**src/rtl/raw_read_sequencer.sv**
```systemverilog
// raw_read_sequencer: VGA-timed raw Bayer read sequencer with phase bits and frame/line markers.
// Optional FIFO underrun guard enabled by defining RAW_READ_UNDERRUN_EN.
module raw_read_sequencer #(
  parameter int H_START  = 144,
  parameter int H_ACTIVE = 640,
  parameter int V_START  = 35,
  parameter int V_ACTIVE = 480,
  parameter bit BAYER_X0 = 1'b0,
  parameter bit BAYER_Y0 = 1'b0
) (
  input  logic        VGA_CLK,
  input  logic        RST_N,
  input  logic        VGA_HS,
  input  logic        VGA_VS,
  input  logic        iENABLE,
  input  logic        iFIFO_EMPTY,
  output logic        READ_Request,
  output logic [12:0] READ_Cont,
  output logic [12:0] V_Cont,
  output logic        oX_PHASE,
  output logic        oY_PHASE,
  output logic        oFRAME_START,
  output logic        oLINE_END,
  output logic        oFRAME_DONE,
  output logic        oUNDERRUN
);
  typedef enum logic [2:0] {IDLE, VSKIP, HWAIT, ACTIVE, LEND} state_t;
  localparam logic [12:0] H_LAST  = 13'(H_START - 1);
  localparam logic [12:0] A_LAST  = 13'(H_ACTIVE - 1);
  localparam logic [12:0] VS_LAST = 13'(V_START - 1);
  localparam logic [12:0] V_LAST  = 13'(V_ACTIVE - 1);
  state_t      state_q, state_d;
  logic        hs_q, vs_q, seen_q, seen_d;
  logic [12:0] h_cnt_q, h_cnt_d, skip_q, skip_d;
  logic [12:0] cont_q, cont_d, vcont_q, vcont_d;
  logic        req_q, req_d, xph_q, yph_q;
  logic        fstart_q, fstart_d, lend_q, lend_d, fdone_q, fdone_d, under_q, under_d;
  logic        hs_rise, hs_fall, vs_rise, vs_fall, uflow;
  assign hs_rise = VGA_HS & ~hs_q;
  assign hs_fall = ~VGA_HS & hs_q;
  assign vs_rise = VGA_VS & ~vs_q;
  assign vs_fall = ~VGA_VS & vs_q;
`ifdef RAW_READ_UNDERRUN_EN
  assign uflow = iFIFO_EMPTY;
`else
  logic unused_empty;
  assign unused_empty = iFIFO_EMPTY;
  assign uflow = 1'b0;
`endif
  always_comb begin
    state_d  = state_q;
    seen_d   = seen_q;
    h_cnt_d  = h_cnt_q;
    skip_d   = skip_q;
    req_d    = 1'b0;
    cont_d   = '0;
    vcont_d  = vcont_q;
    fstart_d = 1'b0;
    lend_d   = 1'b0;
    fdone_d  = 1'b0;
    under_d  = under_q;
    if (state_q != IDLE && vs_fall) begin
      state_d = IDLE;
      vcont_d = '0;
    end else begin
      case (state_q)
        IDLE: if (vs_rise && iENABLE) begin
          state_d = (V_START == 0) ? HWAIT : VSKIP;
          skip_d  = '0;
          seen_d  = 1'b0;
        end
        VSKIP: if (hs_fall) begin
          state_d = (skip_q == VS_LAST) ? HWAIT : VSKIP;
          skip_d  = skip_q + 13'd1;
        end
        HWAIT: if (hs_rise) begin
          seen_d  = 1'b1;
          h_cnt_d = '0;
        end else if (seen_q) begin
          state_d  = (h_cnt_q == H_LAST) ? ACTIVE : HWAIT;
          req_d    = (h_cnt_q == H_LAST);
          fstart_d = (h_cnt_q == H_LAST) && (vcont_q == '0);
          h_cnt_d  = h_cnt_q + 13'd1;
        end
        ACTIVE: if (uflow) begin
          under_d = 1'b1;
          state_d = IDLE;
          vcont_d = '0;
        end else if (hs_fall || cont_q == A_LAST) begin
          state_d = LEND;
          lend_d  = 1'b1;
          fdone_d = (vcont_q == V_LAST);
          vcont_d = (vcont_q == V_LAST) ? 13'd0 : vcont_q + 13'd1;
        end else begin
          req_d  = 1'b1;
          cont_d = cont_q + 13'd1;
        end
        LEND: begin
          state_d = fdone_q ? IDLE : HWAIT;
          seen_d  = hs_rise;
          h_cnt_d = '0;
        end
        default: state_d = IDLE;
      endcase
    end
  end
  // Sync samples reset high so a full low->high transition is required after reset.
  always_ff @(posedge VGA_CLK or negedge RST_N) begin
    if (!RST_N) begin
      state_q  <= IDLE;
      hs_q     <= 1'b1;
      vs_q     <= 1'b1;
      seen_q   <= 1'b0;
      h_cnt_q  <= '0;
      skip_q   <= '0;
      req_q    <= 1'b0;
      cont_q   <= '0;
      vcont_q  <= '0;
      xph_q    <= 1'b0;
      yph_q    <= 1'b0;
      fstart_q <= 1'b0;
      lend_q   <= 1'b0;
      fdone_q  <= 1'b0;
      under_q  <= 1'b0;
    end else begin
      state_q  <= state_d;
      hs_q     <= VGA_HS;
      vs_q     <= VGA_VS;
      seen_q   <= seen_d;
      h_cnt_q  <= h_cnt_d;
      skip_q   <= skip_d;
      req_q    <= req_d;
      cont_q   <= cont_d;
      vcont_q  <= vcont_d;
      xph_q    <= cont_d[0] ^ BAYER_X0;
      yph_q    <= vcont_d[0] ^ BAYER_Y0;
      fstart_q <= fstart_d;
      lend_q   <= lend_d;
      fdone_q  <= fdone_d;
      under_q  <= under_d;
    end
  end
  assign READ_Request = req_q;
  assign READ_Cont    = cont_q;
  assign V_Cont       = vcont_q;
  assign oX_PHASE     = xph_q;
  assign oY_PHASE     = yph_q;
  assign oFRAME_START = fstart_q;
  assign oLINE_END    = lend_q;
  assign oFRAME_DONE  = fdone_q;
  assign oUNDERRUN    = under_q;
endmodule

```
**config.mk**
```make
export PLATFORM = sky130hd
export DESIGN_NAME = raw_read_sequencer
export DESIGN_NICKNAME = d
export VERILOG_FILES = /design/src/rtl/raw_read_sequencer.sv
export SDC_FILE = /design/constraint.sdc
export NUM_CORES = 1
export LEC_CHECK = 0
export CAP_MARGIN = 20
export CORE_MARGIN = 2
export CORE_UTILIZATION = 57
export DETAILED_ROUTE_END_ITERATION = 10
export DONT_BUFFER_PORTS = 1
export GPL_TIMING_DRIVEN = 0
export PLACE_DENSITY = 0.81
export SLEW_MARGIN = 10
export SYNTH_ARGS = -nofsm -noshare
export SYNTH_HDL_FRONTEND = slang
export SYNTH_SLANG_ARGS = --single-unit
```
**constraint.sdc**
```tcl
create_clock -name VGA_CLK -period 2.1 [get_ports VGA_CLK]
set_clock_uncertainty 0.15 [all_clocks]
set_input_delay 0.315 -clock VGA_CLK [delete_from_list [all_inputs] [get_ports VGA_CLK]]
set_output_delay 0.315 -clock VGA_CLK [all_outputs]
set_load 0.03 [all_outputs]
```
==> results of run 1 <==
-- routing by layer --
| layer | vias up | GRT usage [%] | wire length, um |
|---|---|---|---|
| met5 | - | 0 | 0 |
| met3 | 34 | 6.59 | 708 |
| met4 | 0 | 13.3 | 300 |
| met2 | 165 | 45.2 | 4160 |
| li1 | 1416 | - | - |
| met1 | 1484 | 35.6 | 3430 |
-- cells in the final DEF, fill, tap and decap left out, types with 4 or more instances in the layout --
cell type  instances
o21ai_2            5
nor2_1            41
xor2_1             7
nor3_1            11
dfrtp_2           15
o21ai_1            6
inv_1             14
o31ai_1            7
clkbuf_8          11
nand4_1           10
dfrtp_1           45
or3_1             10
and2_1             4
a21oi_1           21
nand2_1           24
nand3_1           21
xnor2_1           14
clkbuf_2           5
ha_1               5
o21ai_0           18
a31oi_1            8
buf_6              5
buf_4             11
nor4_1             7
and3_1             7
-- cells in the mapped netlist, drive strengths merged, types with 10 or more instances --
master  number
nor2        43
o21ai       29
xnor2       14
nand4       10
nand2       26
nor3        12
inv         14
a21oi       23
dfrtp       60
nand3       22
or3         12
-- report_power, final --
part / switching [W] / internal (W)
clock network: 0.000509 / 0.000733
registers: 0.000153 / 0.00128
logic: 0.000368 / 0.000212
total: 0.00103 / 0.00223
-- registers in the layout, summed over array words and instances, names as in the netlist, 3 cells and up --
signal / flops
READ_Cont: 13
V_Cont: 12
h_cnt_q: 13
state_q: 3
skip_q: 13
-- through the flow --
stage,util [%],hold slack (ns),TNS (ns)
2_1_floorplan,-,-0.131,0
3_3_place_gp,60.1,-0.129,-6.20
3_5_place_dp,60.1,-0.129,-7.72
4_1_cts,68.0,0.154,-0.0374
5_1_grt,69.6,0.184,-1.50
6_report,69.6,0.176,-0.558
-- critical path: stages, from the launching register on --
cell and delay (ns):
dfrtp_1 0.63, nand3_1 0.33, nor2_1 0.38, nand3_1 0.17
or3_4 0.40, o21ai_2 0.07
-- area by class of cell --
cell class	instances	area [sq um]
clock inverter	5	81.3
clock buffer	11	151
fill	429	1790
sequential	62	1570
inverter	14	52.6
timing repair buffer	14	153
buffer	16	106
tap	75	93.8
multi-input combinational	285	1880
-- how the worst max path moves through the flow --
stage	start	end	slack [ns]
2_1_floorplan	READ_Cont[0]$_DFF_PN0_	V_Cont[10]$_DFFE_PN0P_	0.01
3_3_place_gp	READ_Cont[0]$_DFF_PN0_	V_Cont[6]$_DFFE_PN0P_	-0.31
3_5_place_dp	READ_Cont[0]$_DFF_PN0_	V_Cont[6]$_DFFE_PN0P_	-0.37
4_1_cts	READ_Cont[0]$_DFF_PN0_	V_Cont[10]$_DFFE_PN0P_	-0.04
5_1_grt	V_Cont[4]$_DFFE_PN0P_	V_Cont[8]$_DFFE_PN0P_	-0.18
6_report	V_Cont[4]$_DFFE_PN0P_	V_Cont[8]$_DFFE_PN0P_	-0.09
-- what timing repair did --
item / in CTS / in global routing
hold endpoints to repair: 64 / 0
setup buffers: 8 / 1
pin swaps: 10 / 9
gates resized for setup: 30 / 31
gates cloned: 1 / 0
hold buffers: 4 / 0
setup endpoints to repair: 41 / 42
-- cells by family (layout without fill, tap and decap cells) --
kind of cell	after synthesis	in the layout
adders and majority gates	6	6
DFF	62	62
buffers and inverters	30	60
other	1	1
xor gates and xnor gates	21	21
and+or+nand+nor	171	171
muxes	3	3
AOI/OAI and AO/OA	83	83
==> impl_metrics.json, run 1 <==
{
  "fin_total_pwr_w": 0.00326,
  "ff2ff_setup_slack_ns": -0.09,
  "yosys_warnings": 0,
  "fmax_mhz": 456,
  "final_nets": 414,
  "drc": 0,
  "io_buffers": 0,
  "wl_per_cell_um": 17.8,
  "worst_pin_slew_ns": 0.554,
  "antenna_found_initial": 0,
  "holdPathEnd": "skip_q[6]$_DFFE_PN0P_",
  "hold_path.class": "input port to flop",
  "synth-main-ff-cell": "dfrtp_1",
  "critical_path_class": "flop to flop",
  "clockBufferDepth": 2,
  "status": "finished, violations left",
  "ir_drop_mv": 0.605,
  "dp_cells": 452,
  "synth-simple-area-share_pct": 27.1,
  "grt_pass1_wl_um": 14200,
  "drt_wl_total_um": 8600,
  "synth-edff-count": 0,
  "synthesis.area_sq_um": 3440,
  "place_congestion": 0.906,
  "violations": "setup timing",
  "postSynthCellCount": 377,
  "cts_buffers": 9,
  "via_count": 3099,
  "dr.pass1.iters": 5,
  "r2r_start": "V_Cont[4]$_DFFE_PN0P_",
  "die_w_um": 81.7,
  "ctsHtreeMaxLevel": 3,
  "rsz0062_at_grt": "true",
  "cts_tree": "built",
  "die_h_um": 81.7,
  "clkLatencyLatePin_ns": 0.35,
  "worstPathArrival_ns": 2.32,
  "synth_top_family_by_area": "simple AND/OR/NAND/NOR gates",
  "viasPerCell": 6.43,
  "final-max-slew-violation-count": 0,
  "endpoint_kind": "flop",
  "cts_sinks": 62,
  "final_cells": 482,
  "worstPathRequired_ns": 2.23,
  "drtAntennaViolNets": 0,
  "placed_area_sq_um": 3540,
  "grt_remaining_overflow": 0,
  "pin_count": 39,
  "diodes": 0,
  "syn_to_final_growth_pct": 19.1,
  "grtUsageTotal_pct": 28.0,
  "yosysUniqueCellTypes": 59,
  "fin_crit_sh_pct": 104,
  "finalSetupViolCount": 11,
  "rows": 28,
  "path_clk_slew_ns": 0.07,
  "synth_area_leaders": "dfrtp_1 44%, nor2_1 4.6%, o21ai_0 3.6%, xnor2_1 3.6%, a21oi_1 3.2%",
  "grt_max_degree": 63,
  "min_period_ns": 2.19,
  "hold_viol": 0,
  "synth_area_leader_cell": "dfrtp_1",
  "syn_avg_cell_area_sq_um": 9.12,
  "grt_pass1_vias": 2943,
  "muxShareOfSynthArea_pct": 0.910,
  "finish.instance_area_sq_um": 4090,
  "start_util_pct": 58.4,
  "dp_hpwl_um": 5290,
  "max-slew-margin-rel_pct": 63.1,
  "synth_top_area_share_pct": 43.7,
  "place_ws_ns": -0.371,
  "cts_root_buf": "clkbuf_8",
  "ys_ff_latch": 62,
  "maxCapViolCount": 0,
  "worst_r2r_path_depth": 5,
  "start_kind": "flop",
  "core_sq_um": 5890,
  "hold-path-cell-count": 3,
  "synth_compound_area_share_pct": 14.9,
  "synthXorXnorAreaFrac_pct": 5.35,
  "setup_slack_ns": -0.0929,
  "min_from": "VGA_HS",
  "dieArea_sq_um": 6670,
  "reg2reg_to": "V_Cont[8]$_DFFE_PN0P_",
  "ys_seq_area_share_pct": 45.2,
  "syn-num-nets": 389,
  "ys_async_sr_fraction_pct": 100,
  "drive_above_1_share_pct": 21.9,
  "leakage_nw": 1.60,
  "path_max_fanout": 6,
  "power-per-cell-area_nw_per_um2": 796,
  "yosys.area_share.adder_pct": 2.18,
  "drt-initial-drc-count": 187
}
No activity file was read; power rests on OpenSTA's default activity.
==> inputs of run 2 (changes only) <==
--- a/config.mk
+++ b/config.mk
@@ -5,7 +5,6 @@
 export SDC_FILE = /design/constraint.sdc
 export NUM_CORES = 1
 export LEC_CHECK = 0
-export CAP_MARGIN = 20
 export CORE_MARGIN = 2
 export CORE_UTILIZATION = 57
 export DETAILED_ROUTE_END_ITERATION = 10
==> results of run 2 <==
Final layout, timing and power as in run 1 (identical DEF).
